--- config.mk ---
export PLATFORM = sky130hd
export DESIGN_NAME = pa_f_spsram_256x4_ctrl
export DESIGN_NICKNAME = d
export VERILOG_FILES = /design/src/rtl/pa_f_spsram_256x4_ctrl.sv
export SDC_FILE = /design/constraint.sdc
export NUM_CORES = 1
export LEC_CHECK = 0
export BUFFER_PORTS_ARGS = -buffer_cell sky130_fd_sc_hd__buf_4
export CAP_MARGIN = 20
export CORE_ASPECT_RATIO = 2
export CORE_UTILIZATION = 46
export DETAILED_ROUTE_END_ITERATION = 8
export PLACE_DENSITY = 0.79
export SLEW_MARGIN = 20
export SYNTH_ARGS = -nofsm -noshare
export SYNTH_HDL_FRONTEND = slang
export SYNTH_SLANG_ARGS = --single-unit
--- constraint.sdc ---
create_clock -name forever_cpuclk -period 2 [get_ports forever_cpuclk]
set_input_delay 0.1 -clock forever_cpuclk [delete_from_list [all_inputs] [get_ports forever_cpuclk]]
set_output_delay 0.1 -clock forever_cpuclk [all_outputs]
set_load 0.02 [all_outputs]
--- src/rtl/pa_f_spsram_256x4_ctrl.sv ---
// rtl/pa_f_spsram_256x4_ctrl.sv - read/masked-write arbiter, 1-entry write buffer and clear sweep for the 256x4 SP-SRAM
// Define PA_F_SRAM_INIT_EN to build the power-on / requested clear sweep (INIT state).
module pa_f_spsram_256x4_ctrl #(
  parameter int                IDX_W    = 8,
  parameter int                DATA_W   = 4,
  parameter logic [DATA_W-1:0] INIT_VAL = '0
) (
  input  logic              forever_cpuclk,
  input  logic              cpurst_b,
  input  logic              init_req,
  output logic              init_busy,
  input  logic              rd_vld,
  input  logic [IDX_W-1:0]  rd_idx,
  output logic              rd_rdy,
  output logic              rdata_vld,
  output logic [DATA_W-1:0] rdata,
  input  logic              wr_vld,
  input  logic [IDX_W-1:0]  wr_idx,
  input  logic [DATA_W-1:0] wr_data,
  input  logic [DATA_W-1:0] wr_mask,
  output logic              wr_rdy,
  output logic [IDX_W-1:0]  sram_a,
  output logic              sram_cen,
  output logic              sram_gwen,
  output logic [DATA_W-1:0] sram_wen,
  output logic [DATA_W-1:0] sram_d,
  input  logic [DATA_W-1:0] sram_q
);

  logic              buf_vld;
  logic [IDX_W-1:0]  buf_idx;
  logic [DATA_W-1:0] buf_data;
  logic [DATA_W-1:0] buf_mask;
  logic [DATA_W-1:0] fwd_mask;
  logic [DATA_W-1:0] fwd_data;
  logic              in_init;
  logic              init_go;
  logic              gate;
  logic              rd_fire;
  logic              wr_fire;
  logic              drain;
  logic [IDX_W-1:0]  sweep_idx;

`ifdef PA_F_SRAM_INIT_EN
  typedef enum logic {IDLE, INIT} state_t;
  localparam logic [IDX_W-1:0] CNT_ONE = IDX_W'(1);

  state_t           state;
  state_t           state_nxt;
  logic [IDX_W-1:0] cnt;
  logic [IDX_W-1:0] cnt_nxt;

  always_ff @(posedge forever_cpuclk or negedge cpurst_b) begin
    if (!cpurst_b) begin
      state <= INIT;
      cnt   <= '0;
    end else begin
      state <= state_nxt;
      cnt   <= cnt_nxt;
    end
  end

  always_comb begin
    state_nxt = state;
    cnt_nxt   = cnt;
    case (state)
      INIT: begin
        cnt_nxt = cnt + CNT_ONE;
        if (cnt == '1) state_nxt = IDLE;
      end
      default: begin
        if (init_req) begin
          state_nxt = INIT;
          cnt_nxt   = '0;
        end
      end
    endcase
  end

  assign in_init   = (state == INIT);
  assign init_go   = (state == IDLE) && init_req;
  assign sweep_idx = cnt;
`else
  logic [DATA_W:0] unused_init;
  assign unused_init = {init_req, INIT_VAL};
  assign in_init     = 1'b0;
  assign init_go     = 1'b0;
  assign sweep_idx   = '0;
`endif

  // A pending write blocks new reads so the buffer is guaranteed to drain.
  assign gate      = in_init || init_go;
  assign rd_rdy    = !gate && !(buf_vld && wr_vld);
  assign rd_fire   = rd_vld && rd_rdy;
  assign drain     = !gate && buf_vld && !rd_fire;
  assign wr_rdy    = !gate && (!buf_vld || drain);
  assign wr_fire   = wr_vld && wr_rdy;
  assign init_busy = in_init;

  always_comb begin
    sram_cen  = 1'b1;
    sram_gwen = 1'b1;
    sram_wen  = '1;
    sram_a    = '0;
    sram_d    = '0;
    if (in_init) begin
      sram_cen  = 1'b0;
      sram_gwen = 1'b0;
      sram_wen  = '0;
      sram_a    = sweep_idx;
      sram_d    = INIT_VAL;
    end else if (rd_fire) begin
      sram_cen = 1'b0;
      sram_a   = rd_idx;
    end else if (drain) begin
      sram_cen  = 1'b0;
      sram_gwen = 1'b0;
      sram_wen  = ~buf_mask;
      sram_a    = buf_idx;
      sram_d    = buf_data;
    end
  end

  always_ff @(posedge forever_cpuclk or negedge cpurst_b) begin
    if (!cpurst_b) begin
      buf_vld   <= 1'b0;
      buf_idx   <= '0;
      buf_data  <= '0;
      buf_mask  <= '0;
      rdata_vld <= 1'b0;
      fwd_mask  <= '0;
      fwd_data  <= '0;
    end else begin
      rdata_vld <= rd_fire;
      if (rd_fire) begin
        if (buf_vld && (buf_idx == rd_idx)) begin
          fwd_mask <= buf_mask;
          fwd_data <= buf_data;
        end else begin
          fwd_mask <= '0;
        end
      end
      // The sweep overwrites everything, so a buffered write is simply dropped.
      if (init_go) begin
        buf_vld <= 1'b0;
      end else if (wr_fire) begin
        buf_vld  <= 1'b1;
        buf_idx  <= wr_idx;
        buf_data <= wr_data;
        buf_mask <= wr_mask;
      end else if (drain) begin
        buf_vld <= 1'b0;
      end
    end
  end

  assign rdata = (sram_q & ~fwd_mask) | (fwd_data & fwd_mask);

endmodule
==> Word-level counts from Yosys, hierarchy flattened <==
Index checks and enable logic that the tools add are counted.
{ "classes": {"n_eq_ne": 1, "mux": 12, "bitwise": 5, "n_reduce_logical": 11} }
{ "ops": {"columns": ["cell", "n"], "rows": [
  ["$mux 4", 5],
  ["$mux 8", 2],
  ["$and 4x4->4", 2],
  ["$eq 8x8->1", 1],
  ["$not 4->4", 2],
  ["$logic_and 1x1->1", 5],
  ["$mux 1", 5],
  ["$or 4x4->4", 1],
  ["$logic_not 1->1", 3],
  ["$reduce_and 2->1", 1],
  ["$reduce_bool 2->1", 1],
  ["$logic_or 1x1->1", 1]
]} }
{ "totals": {"register_bits": 26, "inputBits": 33, "output_inout_bits": 26} }

==> Depth between registers and ports, before layout <==
{ "depth": {"depth_word": 8, "ltp_mapped": 6, "mapped_depth_nobuf": 5} }

==> Worst setup path after synthesis <==
OpenSTA, ideal clock, no wires.
{ "synth_path": {"path_type": "register to register", "startpoint": "register buf_idx[0]", "endpoint": "register fwd_data[0]", "setup_ns": 0.125, "arrival_time_ns": 1.343, "required_time_ns": 1.875, "path_slack_ns": 0.532, "path_stages_with_launch": 5, "path_buffers": 0, "synth_period_minus_slack_ns": 1.468, "cell_sequence": "dfrtp_1 xnor2_1 nand4_1 nor3_4 mux2_2"} }
{ "synth_between": {"elab_chain_cells": 3} }
{ "synth_rtl": {"columns": ["item", "line_no", "text"], "rows": [
  ["start: declaration", "31", "logic [IDX_W-1:0] buf_idx;"],
  ["start signal: assignment", "148", "buf_idx <= wr_idx;"],
  ["$eq 8x8->1", "136", "if (buf_vld && (buf_idx == rd_idx)) begin"],
  ["$logic_and 1x1->1", "136", null],
  ["$reduce_and 2->1 (no line)", null, null],
  ["end signal: assignment", "138", "fwd_data <= buf_data;"],
  ["end: declaration", "35", "logic [DATA_W-1:0] fwd_data;"]
]} }
Every way passes these cells.
A chain may end at the register's enable or synchronous reset.

==> Final worst setup path <==
{ "layout_path": {"startpoint": "register buf_vld", "endpoint": "output sram_d[3]"} }
{ "layout_between": {"elab_chain_cells": 7} }
{ "layout_rtl": {"columns": ["item", "line_no", "text"], "rows": [
  ["start: declaration", "30", "logic buf_vld;"],
  ["start signal: assignment", "126", "buf_vld <= 1'b0;"],
  ["start signal: assignment", "145", "buf_vld <= 1'b0;"],
  ["start signal: assignment", "147", "buf_vld <= 1'b1;"],
  ["$logic_and 1x1->1", "93", "assign rd_rdy = !gate && !(buf_vld && wr_vld);"],
  ["$logic_not 1->1", "93", null],
  ["$logic_and 1x1->1", "94", "assign rd_fire = rd_vld && rd_rdy;"],
  ["$logic_not 1->1", "95", "assign drain = !gate && buf_vld && !rd_fire;"],
  ["$logic_and 1x1->1", "95", null],
  ["$mux 4", "115", "end else if (drain) begin"],
  ["$mux 4 (*)", "112", "end else if (rd_fire) begin"],
  ["end: declaration", "26", "output logic [DATA_W-1:0] sram_d,"]
]} }
Mark *: on every way between the ends. The rest lies on a longest branch, timed or not.

==> impl_metrics.ini <==
[timing]
fin_setup_tns_ns = 0
min_period_ns = 1.805
setup_viol = 0
whs_ns = 0.06397
hold_viol_final = 0
clock_skew_ns = 0.002499
report.final.slew_viol_count = 0
rsz0062_at_grt = no
period_share_pct = 90.26
max_freq_ghz = 0.5540

[clocking]
cts-root-buf = clkbuf_8
cts_max_level = 1
clkSinkCount = 26
clockBufferDepth = 2
clk_latency_ns = 0.26
path_clk_slew_ns = 0.08
cts_buffers = 3
postCtsSetupBuffers = 0
cts_tree = built

[routing]
detail-route-antenna-nets = 0
wire_per_inst_um = 14.37
first_iter_violations = 17
drtPass1Iterations = 4
vias_per_cell = 5.305
drc_errors = 0
wl_um = 2831
via_count = 1045

[synthesis]
yosys_register_bits = 26
netlist_instances = 111
synth_area_um2 = 1282
synth_sequential_area_ratio_pct = 50.73
synth_warnings = 0
avgSynthCellArea_um2 = 11.55
syn-num-nets = 144
post_synth_num_cell_types = 20

[global_route]
grt_pass1_wl_um = 4519
first_global_vias = 1020
antenna_found_initial = 0
overflow = 0
grt_usage_pct = 20.93
grt_max_degree = 27

[pwr]
power.density_nw_per_um2 = 687.8
vdd_ir_drop_max_uv = 586.1
cellLeakagePower_uw = 0.0009119

[finish]
final_cell_mix = buf_4, dfrtp_1, mux2_2, nand2_1
drive_gt1_share_pct = 53.25
final_common_cell = buf_4
final_nets = 203
n_antenna_cell = 0
area_growth_pct = 39.51

[critical_path]
cp_max_fo = 12
end_kind = output pin
crit_path_start_kind = register
critPathRequiredTime_ns = 1.90
cp.arrival_ns = 1.71
path_class = register to output pin

[run_status]
status = finished clean

[floorplan]
chipHeight_um = 76.67
start_util_pct = 49.28
placementRows = 26
die_w_um = 39.34
core_area_um2 = 2603
dieArea_um2 = 3016
num_io_pins = 59

[job]
max_cap_viol_count = 0

[place]
gp_congestion = 0.7123
io_buffer_count = 56
dp.final_hpwl_um = 2253

[min_path]
hp-class = primary input to register
## synthesized netlist by cell type
library cell  instances  area (µm²)
nand4_1               2       12.51
buf_2                 2       10.01
buf_6                 1       11.26
nand3_1               8       40.04
buf_4                 1       7.510
nand2b_1              1       6.260
nand3b_4              1       20.02
mux2_2               24       270.3
and3_1                4       25.02
and2_1                1       6.260
dfrtp_1              26       650.6
xnor2_1               8       70.07
a22o_1                4       35.03
nor3_4                1       16.27
nand2_1              22       82.58
nor2_1                1       3.750
conb_1                1       3.750
clkbuf_1              1       3.750
clkinv_1              1       3.750
inv_1                 1       3.750
## worst paths after layout
kind	start	to	slack, ns	depth (start not counted)
setup reg to reg	buf_idx[4]	fwd_data[0]	0.31	4
min in group asynchronous	cpurst_b	buf_mask[0]	0.26	2
hold reg to reg	fwd_data[3]	fwd_data[3]	0.52	1
setup / recovery	buf_vld	sram_d[3]	0.19	5
hold / removal	wr_data[3]	buf_data[3]	0.06	2
max in group asynchronous	cpurst_b	buf_vld	1.50	2
## kinds of logic (layout without fill, tap and decap cells)
logic type | Yosys count | after routing | share of synthesized area, %
buffers and inverters | 7 | 65 | 3.121
other | 1 | 1 | 0.2924
multiplexers | 24 | 24 | 21.07
AND/OR/NAND/NOR | 41 | 41 | 16.59
flip-flops | 26 | 26 | 50.73
XOR/XNOR | 8 | 8 | 5.464
AO/OA/AOI/OAI | 4 | 4 | 2.731
## flip-flops by register name, indices dropped and copies added (netlist names)
name and cells:
buf_mask 4, buf_idx 8, fwd_data 4, buf_vld 1, fwd_mask 4, rdata_vld 1, buf_data 4
## worst max-delay path: stages (launching register included)
cell and delay [ns]:
dfrtp_1 0.57, nand2_1 0.14, nand2_2 0.23, buf_4 0.20, and3_1 0.17, buf_4 0.14
## where the power goes
part	total (µW)	switching, µW	internal, µW
clock	325	149	175
combinational	308	148	160
sequential	598	34.7	564
## through the flow
step	utilization [%]	power [µW]	instances	setup WS [ns]	area, µm²
after floorplan	-	769.3	111	0.5325	1282
after global placement	66.11	905.7	192	0.2933	1720
after detailed placement	66.11	917.6	192	0.2261	1720
after CTS	68.65	1249	197	0.04700	1787
after global routing	68.75	1294	197	0.08965	1789
final	68.75	1231	197	0.1949	1789
## repair_timing
item / CTS / global route
pin swaps: 0 / 0
hold endpoints to repair: 26 / 0
hold buffers: 1 / 0
setup endpoints to repair: 8 / 13
gates resized for setup: 1 / 1
## layer usage
| metal | share of wire [%] | GRT usage (%) |
|---|---|---|
| met1 | 36 | 25.70 |
| met2 | 57 | 35.83 |
| met3 | 5.9 | 3.179 |
| met4 | 1.1 | 6.207 |
| met5 | 0 | 0 |
## layout make-up
class	instances	area (µm²)
fill	212	813.3
timing repair buffer	59	445.4
multi-input combinational	78	594.3
clock buffer	4	55.05
sequential	26	650.6
inverter	2	8.758
tap	28	35.03
Note: power is estimated with default switching activity, not from simulation.
